--- config.mk ---
export PLATFORM = sky130hd
export DESIGN_NAME = lc3b_control
export DESIGN_NICKNAME = d
export VERILOG_FILES = /design/src/rtl/lc3b_control_pkg.sv /design/src/rtl/lc3b_control.sv
export SDC_FILE = /design/constraint.sdc
export NUM_CORES = 1
export LEC_CHECK = 0
export CORE_MARGIN = 5
export CORE_UTILIZATION = 43
export DETAILED_ROUTE_END_ITERATION = 6
export GPL_TIMING_DRIVEN = 0
export PLACE_DENSITY = 0.81
export SYNTH_ARGS = -nofsm -noshare
export SYNTH_HDL_FRONTEND = slang
export SYNTH_SLANG_ARGS = --single-unit
export TNS_END_PERCENT = 10
--- constraint.sdc ---
create_clock -name clk -period 1.9 [get_ports clk]
set_clock_uncertainty 0.1 [all_clocks]
set_input_delay 0.19 -clock clk [delete_from_list [all_inputs] [get_ports clk]]
set_output_delay 0.19 -clock clk [all_outputs]
set_load 0.02 [all_outputs]
--- src/rtl/lc3b_control_pkg.sv ---
// Shared types for the LC-3b control path: FSM states, ALU ops, opcodes and
// the datapath mux-select encodings driven by lc3b_control.
package lc3b_types;

  typedef enum logic [4:0] {
    s_reset,
    s_fetch1,
    s_fetch2,
    s_fetch3,
    s_decode,
    s_add,
    s_and,
    s_not,
    s_br,
    s_br_taken,
    s_calc_addr,
    s_ldr1,
    s_ldr2,
    s_str1,
    s_str2,
    s_jmp,
    s_lea
  } lc3b_ctrl_state;

  typedef enum logic [1:0] {
    alu_add  = 2'd0,
    alu_and  = 2'd1,
    alu_not  = 2'd2,
    alu_pass = 2'd3
  } lc3b_aluop;

  // Architectural IR[15:12] encodings; unlisted values fall through as NOPs.
  typedef enum logic [3:0] {
    op_br  = 4'b0000,
    op_add = 4'b0001,
    op_and = 4'b0101,
    op_ldr = 4'b0110,
    op_str = 4'b0111,
    op_not = 4'b1001,
    op_jmp = 4'b1100,
    op_lea = 4'b1110
  } lc3b_opcode;

  localparam logic [1:0] PCMUX_PC2      = 2'd0;
  localparam logic [1:0] PCMUX_BR_ADD   = 2'd1;
  localparam logic [1:0] PCMUX_SR1      = 2'd2;

  localparam logic       MARMUX_ALU     = 1'b0;
  localparam logic       MARMUX_PC      = 1'b1;

  localparam logic       MDRMUX_ALU     = 1'b0;
  localparam logic       MDRMUX_MEM     = 1'b1;

  localparam logic [1:0] ALUMUX_SR2     = 2'd0;
  localparam logic [1:0] ALUMUX_IMM5    = 2'd1;
  localparam logic [1:0] ALUMUX_OFFSET6 = 2'd2;

  localparam logic [1:0] RFMUX_ALU      = 2'd0;
  localparam logic [1:0] RFMUX_MDR      = 2'd1;
  localparam logic [1:0] RFMUX_BR_ADD   = 2'd2;

  localparam logic       STOREMUX_SR1   = 1'b0;
  localparam logic       STOREMUX_DEST  = 1'b1;

endpackage

--- src/rtl/lc3b_control.sv ---
// Multicycle LC-3b control FSM: fetch/decode/execute sequencing, outputs are
// decoded from state only (plus imm_bit for ADD/AND operand select).
module lc3b_control
  import lc3b_types::*;
(
  input  logic       clk,
  input  logic       rst_n,
  input  lc3b_opcode opcode,
  input  logic       imm_bit,
  input  logic       branch_enable,
  input  logic       mem_resp,
  output logic       load_pc,
  output logic       load_ir,
  output logic       load_regfile,
  output logic       load_mar,
  output logic       load_mdr,
  output logic       load_cc,
  output logic [1:0] pcmux_sel,
  output logic       marmux_sel,
  output logic       mdrmux_sel,
  output logic [1:0] alumux_sel,
  output logic [1:0] regfilemux_sel,
  output logic       storemux_sel,
  output lc3b_aluop  aluop,
  output logic       mem_read,
  output logic       mem_write
);

  lc3b_ctrl_state r_state;
  lc3b_ctrl_state w_next;

  always_ff @(posedge clk or negedge rst_n) begin
    if (!rst_n) r_state <= s_reset;
    else        r_state <= w_next;
  end

  always_comb begin
    w_next = r_state;
    unique case (r_state)
      s_reset:  w_next = s_fetch1;
      s_fetch1: w_next = s_fetch2;
      s_fetch2: if (mem_resp) w_next = s_fetch3;
      s_fetch3: w_next = s_decode;
      s_decode: begin
        case (opcode)
          op_add:         w_next = s_add;
          op_and:         w_next = s_and;
          op_not:         w_next = s_not;
          op_br:          w_next = s_br;
          op_ldr, op_str: w_next = s_calc_addr;
          op_jmp:         w_next = s_jmp;
          op_lea:         w_next = s_lea;
          default:        w_next = s_fetch1;
        endcase
      end
      s_br:        w_next = branch_enable ? s_br_taken : s_fetch1;
      s_calc_addr: w_next = (opcode == op_ldr) ? s_ldr1 : s_str1;
      s_ldr1:      if (mem_resp) w_next = s_ldr2;
      s_str1:      w_next = s_str2;
      s_str2:      if (mem_resp) w_next = s_fetch1;
      s_add, s_and, s_not, s_br_taken, s_ldr2, s_jmp, s_lea:
                   w_next = s_fetch1;
      default:     w_next = s_reset;
    endcase
  end

  always_comb begin
    load_pc        = 1'b0;
    load_ir        = 1'b0;
    load_regfile   = 1'b0;
    load_mar       = 1'b0;
    load_mdr       = 1'b0;
    load_cc        = 1'b0;
    pcmux_sel      = PCMUX_PC2;
    marmux_sel     = MARMUX_ALU;
    mdrmux_sel     = MDRMUX_ALU;
    alumux_sel     = ALUMUX_SR2;
    regfilemux_sel = RFMUX_ALU;
    storemux_sel   = STOREMUX_SR1;
    aluop          = alu_add;
    mem_read       = 1'b0;
    mem_write      = 1'b0;
    case (r_state)
      s_fetch1: begin
        marmux_sel = MARMUX_PC;
        load_mar   = 1'b1;
        pcmux_sel  = PCMUX_PC2;
        load_pc    = 1'b1;
      end
      s_fetch2, s_ldr1: begin
        mem_read   = 1'b1;
        mdrmux_sel = MDRMUX_MEM;
        load_mdr   = 1'b1;
      end
      s_fetch3: load_ir = 1'b1;
      s_add, s_and: begin
        aluop          = (r_state == s_add) ? alu_add : alu_and;
        alumux_sel     = imm_bit ? ALUMUX_IMM5 : ALUMUX_SR2;
        load_regfile   = 1'b1;
        load_cc        = 1'b1;
        regfilemux_sel = RFMUX_ALU;
      end
      s_not: begin
        aluop        = alu_not;
        load_regfile = 1'b1;
        load_cc      = 1'b1;
      end
      s_br_taken: begin
        pcmux_sel = PCMUX_BR_ADD;
        load_pc   = 1'b1;
      end
      s_calc_addr: begin
        alumux_sel = ALUMUX_OFFSET6;
        aluop      = alu_add;
        marmux_sel = MARMUX_ALU;
        load_mar   = 1'b1;
      end
      s_ldr2: begin
        regfilemux_sel = RFMUX_MDR;
        load_regfile   = 1'b1;
        load_cc        = 1'b1;
      end
      s_str1: begin
        storemux_sel = STOREMUX_DEST;
        aluop        = alu_pass;
        mdrmux_sel   = MDRMUX_ALU;
        load_mdr     = 1'b1;
      end
      s_str2: mem_write = 1'b1;
      s_jmp: begin
        pcmux_sel = PCMUX_SR1;
        load_pc   = 1'b1;
      end
      s_lea: begin
        regfilemux_sel = RFMUX_BR_ADD;
        load_regfile   = 1'b1;
        load_cc        = 1'b1;
      end
      default: ;
    endcase
  end

endmodule

==> flow_summary.ini, run 1 <==
[run_status]
status = finished, final reports clean

[synthesis]
yosysSeqAreaShare_pct = 16.8
synth_compound_area_share_pct = 29.8
synthAdderAreaFrac_pct = 0
synth.largest_area_cell = dfrtp_1
ys_seq_elements = 5
avgSynthCellArea_um2 = 7.47
syn_inst = 100
synth.top_cell.area_share_pct = 16.8
synth_area_um2 = 747
synthMuxAreaShare_pct = 1.51
yosysUniqueCellTypes = 41
synth_top_family_by_area = simple AND/OR/NAND/NOR gates
synthSimpleGateAreaFrac_pct = 34.3
syn_nets = 109
synthTopCellsByArea = dfrtp_1 (17%), nand2b_1 (5.9%), nor2_1 (5.5%)
synth_xor_area_share_pct = 6.87
yosysWarnings = 0

[power]
p_total_w = 0.00149
sw_frac_of_total_pct = 51.5
leakage_nw = 0.465
ir_drop_uv = 641
p_comb_share_pct = 79.7
pwr-share-seq_pct = 12.0
pwr-share-clk_pct = 8.3
power.internal_w = 0.000723
p_per_area_nw_per_um2 = 1390
p_switching_w = 0.000769

[final_layout]
largest_reg_flops = 5
drive_gt1_share_pct = 37.1
final_area_um2 = 1070
mostFrequentLayoutCells = buf_4 (10), nor2_1 (10), clkdlybuf4s50_1 (8)
antenna-diode-count = 0
largest_register = r_state
reg_top3 = r_state x5
fin_nets = 142
instances_no_fill = 149
area_growth_syn_to_layout_pct = 43.6
fill_cells = 153

[clock_network]
cts_hold_buffers = 0
clkSinkCount = 5
clkTransAtPathRegs_ps = 50
worstSkewPairLatency_ps = 250
cts_tree = built
htreeDepth = 1
numCtsBuffers = 3
clk_path_buf_depth = 2
cts_root_buffer = clkbuf_4

[placement]
placed_area_um2 = 1040
gp_congestion = 0.931
hpwlAfterDp_mm = 1.72
place_ws_ps = -371
io_buffers = 27
dp.cells = 144

[sta]
holdWs_ps = 60.3
drv_slew = 0
rsz0062_at_grt = yes
setup_violations = 0
min_period_ps = 1850
max_slew_margin_pct = 82.2
final-hold-violation-count = 0
fin_ws_ps = 45.5
tightest_slew_ps = 266
finalCritPeriodShare_pct = 97.6
fmax_mhz = 539

[min_path]
hold_path.class = primary input to asynchronous set/reset pin

[worst_setup_path]
crit_required_ps = 1610
path_max_fanout = 10
cp-start-kind = register
crit_type = register to output pin
cp-end-kind = output pin
cp.arrival_ps = 1560

[run]
maxCapViolations = 0

[detailed_routing]
ant_nets = 0
drc = 0
vias_per_cell = 5.81
first_pass_iters = 4
vias = 865
wl_per_cell_um = 15.0
routed_wl_mm = 2.24
drt_iter0_drc = 15

[floorplanning]
die_x_um = 51.7
initial_core_util_pct = 44.2
fp-row-count = 15
die_area_um2 = 2670
core_um2 = 1690
io_pins = 28
die_height_um = 51.7

[global_routing]
grt_pass1_wl_mm = 3.57
antenna_found_initial = 0
gr-total-overflow = 0
grt_max_degree = 11
grt_usage_pct = 18.0
grt_pass1_vias = 806
==> final timing paths <==
path                            depth (start not counted)  slack, ps                   start                endpoint
worst max register to register                          5        320  r_state[4]$_DFFE_PN0P_  r_state[2]$_DFFE_PN0P_
worst max-delay path                                    4         50  r_state[2]$_DFFE_PN0P_                 load_ir
worst min register to register                          3        650  r_state[1]$_DFFE_PN0P_  r_state[4]$_DFFE_PN0P_
min in group clk                                        2        520                mem_resp  r_state[2]$_DFFE_PN0P_
max in group asynchronous                               1       1440                   rst_n  r_state[3]$_DFFE_PN0P_
worst min-delay path                                    1         60                   rst_n  r_state[2]$_DFFE_PN0P_
==> layout make-up <==
class	count	area, um2	share of cell area, %
Clock buffer	3	22.5	2.10
Buffer	8	72.6	6.77
Timing Repair Buffer	28	223	20.8
Multi-Input combinational cell	83	582	54.3
Inverter	4	20.0	1.87
Clock inverter	1	5.00	0.467
Sequential cell	5	126	11.8
Tap cell	17	21.3	1.98
==> critical path, cell delays in order, from the launching register on <==
cell           delay (ps)
dfrtp_1               350
buf_4                 170
buf_4                 180
nor4_1                270
dlygate4sd1_1         350
==> metal layers <==
layer	share of wire [%]	global-route usage, %	routed length [um]
met3	5.5	2.29	122
met5	0	0	0
met1	40	18.8	897
met4	1.7	9.17	39
met2	53	34.5	1180
==> synth_stat cells <==
| library cell | n |
|---|---|
| a2bb2oi_1 | 1 |
| nor2_1 | 11 |
| o32ai_2 | 1 |
| nand2_1 | 8 |
| o221ai_1 | 2 |
| nor3_1 | 6 |
| o22a_1 | 2 |
| nor4_1 | 2 |
| inv_1 | 2 |
| xnor2_1 | 2 |
| nor2_2 | 1 |
| nor2_4 | 1 |
| xor2_2 | 1 |
| nand2b_4 | 2 |
| nand2b_1 | 7 |
| o21ai_2 | 1 |
| or2_1 | 2 |
| nand3_1 | 2 |
| a211oi_2 | 1 |
| inv_2 | 2 |
| o32a_1 | 1 |
| dfrtp_1 | 5 |
| a31oi_1 | 3 |
| and3_1 | 1 |
| a2111o_1 | 1 |
| buf_6 | 3 |
| a21oi_2 | 1 |
| buf_4 | 3 |
| nand2_2 | 1 |
| nor2b_1 | 2 |
| o21ai_0 | 2 |
| xor2_1 | 2 |
| or2_2 | 1 |
| a21oi_1 | 7 |
| a211oi_1 | 2 |
| clkbuf_1 | 1 |
| o21ai_1 | 3 |
| a22oi_1 | 1 |
| mux2_1 | 1 |
| buf_2 | 1 |
| a2111oi_1 | 1 |
==> per-stage QoR <==
| stage | setup TNS (ps) | util [%] |
|---|---|---|
| 2_1_floorplan | -48.3 | - |
| 3_3_place_gp | -1530 | 61.9 |
| 3_5_place_dp | -2010 | 61.9 |
| 4_1_cts | -430 | 63.0 |
| 5_1_grt | -128 | 63.5 |
| 6_report | 0 | 63.5 |
==> power by group through the flow <==
stage,combinational (W),sequential (W),clock (W)
floorplan,0.000811,0.000170,0
global placement,0.00115,0.000176,0
detailed placement,0.00117,0.000178,0
CTS,0.00112,0.000178,0.000126
global route,0.00128,0.000182,0.000145
finish,0.00119,0.000179,0.000124
==> logic make-up (layout without fill, tap and decap cells) <==
logic type                Yosys count  count (layout)
and+or+nand+nor                    47              47
DFF                                 5               5
xor gates and xnor gates            5               5
buffers and inverters              12              44
muxes                               1               1
AOI/OAI and AO/OA                  30              30
==> repair_timing <==
item / CTS / global route
setup endpoints to repair: 19 / 18
resized for setup: 46 / 37
pin swaps: 0 / 2
buffers inserted: 0 / 1
Note: power is estimated with default switching activity, not from simulation.
==> run 2, diff against run 1 <==
--- a/config.mk
+++ b/config.mk
@@ -8,8 +8,8 @@
 export CORE_MARGIN = 5
 export CORE_UTILIZATION = 43
 export DETAILED_ROUTE_END_ITERATION = 6
-export GPL_TIMING_DRIVEN = 0
 export PLACE_DENSITY = 0.81
+export SETUP_SLACK_MARGIN = 0.15
 export SYNTH_ARGS = -nofsm -noshare
 export SYNTH_HDL_FRONTEND = slang
 export SYNTH_SLANG_ARGS = --single-unit
==> run 2 against run 1 <==
Compared with the run above: global-route usage increased by 4.1 points; via count increased by 22%; setup slack improved by 36 ps; count of clock-buffer cells in the layout unchanged; wire length increased by 33%; combinational power increased by 36%; first-iteration DRC count increased by 130%; design area increased by 27%; die area unchanged; largest power group unchanged; hold slack improved by 24 ps; sequential cell count unchanged; clock power about the same; largest cell class unchanged.
==> flow_summary.ini, run 2 (same netlist as run 1, synthesis figures left out) <==
[detailed_routing]
wl_per_cell_um = 16.3
routed_wl_mm = 2.98
drc = 0
ant_nets = 0
vias_per_cell = 5.78
first_pass_iters = 4
vias = 1058
drt_iter0_drc = 35

[floorplanning]
fp-row-count = 15
initial_core_util_pct = 44.2
io_pins = 28
die_x_um = 51.7
core_um2 = 1690
die_height_um = 51.7
die_area_um2 = 2670

[sta]
setup_violations = 0
finalCritPeriodShare_pct = 95.7
tightest_slew_ps = 276
rsz0062_at_grt = yes
min_period_ps = 1820
final-hold-violation-count = 0
fmax_mhz = 550
max_slew_margin_pct = 81.6
drv_slew = 0

[power]
p_per_area_nw_per_um2 = 1440
pwr-share-clk_pct = 6.3
leakage_nw = 0.622
pwr-share-seq_pct = 11.3
p_total_w = 0.00197
power.internal_w = 0.00104
p_switching_w = 0.000928
sw_frac_of_total_pct = 47.2
ir_drop_uv = 953
p_comb_share_pct = 82.4

[worst_setup_path]
cp_slowest_stage_delay_ps = 470
cp-end-kind = output pin
cp.arrival_ps = 1530
path_max_fanout = 8
rr_startpoint = r_state[2]$_DFFE_PN0P_
path_buf_inv = 2
cp-start-kind = register
crit_chain = buf_4 -> xor2_2 -> and3_1 -> clkdlybuf4s15_2
crit_type = register to output pin
crit_family = flip-flops
critPathLaunch = r_state[3]$_DFFE_PN0P_
slowest_stage = dfrtp_2
crit_required_ps = 1610

[min_path]
hold_path.class = primary input to asynchronous set/reset pin

[clock_network]
worstSkewPairLatency_ps = 240
clkTransAtPathRegs_ps = 50
numCtsBuffers = 3
clkSinkCount = 5
clk_path_buf_depth = 2
cts_tree = built
htreeDepth = 1
cts_root_buffer = clkbuf_4

[final_layout]
drive_gt1_share_pct = 56.0
antenna-diode-count = 0
layout_commonest_cell = buf_4
mostFrequentLayoutCells = buf_4 (44), nor2_1 (10), clkdlybuf4s50_1 (8)
area_growth_syn_to_layout_pct = 82.6
fin_nets = 176
largest_register = r_state
reg_top3 = r_state x5
largest_reg_flops = 5
instances_no_fill = 183

[global_routing]
antenna_found_initial = 0
gr-total-overflow = 0
grt_pass1_wl_mm = 4.46
grt_max_degree = 10
grt_usage_pct = 22.1
grt_pass1_vias = 1038

[placement]
hpwlAfterDp_mm = 2.22
io_buffers = 27
gp_congestion = 0.933
dp.cells = 171

[run]
maxCapViolations = 0

[run_status]
status = finished, final reports clean
## run 2: cell types whose count changed in the layout (fill, tap and decap cells not counted), moves of 2 or more
cell / previous run / this run
buf_4: 10 / 44
clkdlybuf4s15_1: 4 / 1
clkdlybuf4s15_2: 0 / 3
dfrtp_1: 4 / 1
dfrtp_2: 1 / 4
inv_4: 0 / 2
nand2_2: 4 / 2
nand2b_1: 7 / 5
## run 2: per-layer routing
| layer | global-route usage [%] | vias up | wire, um |
|---|---|---|---|
| li1 | - | 488 | - |
| met1 | 22.6 | 504 | 1090 |
| met2 | 44.3 | 50 | 1580 |
| met3 | 1.72 | 16 | 173 |
| met4 | 10.0 | 0 | 142 |
| met5 | 0 | - | 0 |
## run 2: final timing paths
kind	to	slack [ps]	cells after the start
min in group clk	r_state[2]$_DFFE_PN0P_	550	2
worst max register to register	r_state[0]$_DFFE_PN0P_	140	7
worst min register to register	r_state[0]$_DFFE_PN0P_	650	2
worst max-delay path	aluop[1]	80	4
worst min-delay path	r_state[2]$_DFFE_PN0P_	80	1
max in group asynchronous	r_state[1]$_DFFE_PN0P_	1390	1
## run 2: final cells by class
class	count	area [um2]
multi-input combinational	83	621
timing repair buffer	70	544
fill	114	325
sequential	5	130
clock buffer	3	22.5
tap	17	21.3
inverter	4	20.0
clock inverter	1	5.00
## run 2: power groups by stage
stage                     sequential (W)  clock, W  combinational, W
final                           0.000223  0.000124           0.00162
after global routing            0.000223  0.000135           0.00174
after CTS                       0.000217  0.000125           0.00142
after detailed placement        0.000211         0           0.00144
after global placement          0.000208         0           0.00140
after floorplan                 0.000170         0          0.000822
## run 2: metrics by stage
stage	setup WS (ps)	util, %	TNS, ps	hold slack (ps)	area, um2
finish	81.9	80.7	0	84.2	1360
global route	-0.189	80.7	-0.189	92.1	1360
detailed placement	-215	73.9	-906	328	1250
CTS	-31.2	75.3	-53.2	77.6	1270
global placement	-80.2	73.9	-315	315	1250
floorplan	42.5	-	0	-206	758
## run 2: timing repair
| action | in CTS | in global routing |
|---|---|---|
| pin swaps | 4 | 4 |
| hold buffers | 0 | 0 |
| setup endpoints to repair | 22 | 21 |
| resized for setup | 66 | 26 |
| buffers inserted | 0 | 8 |
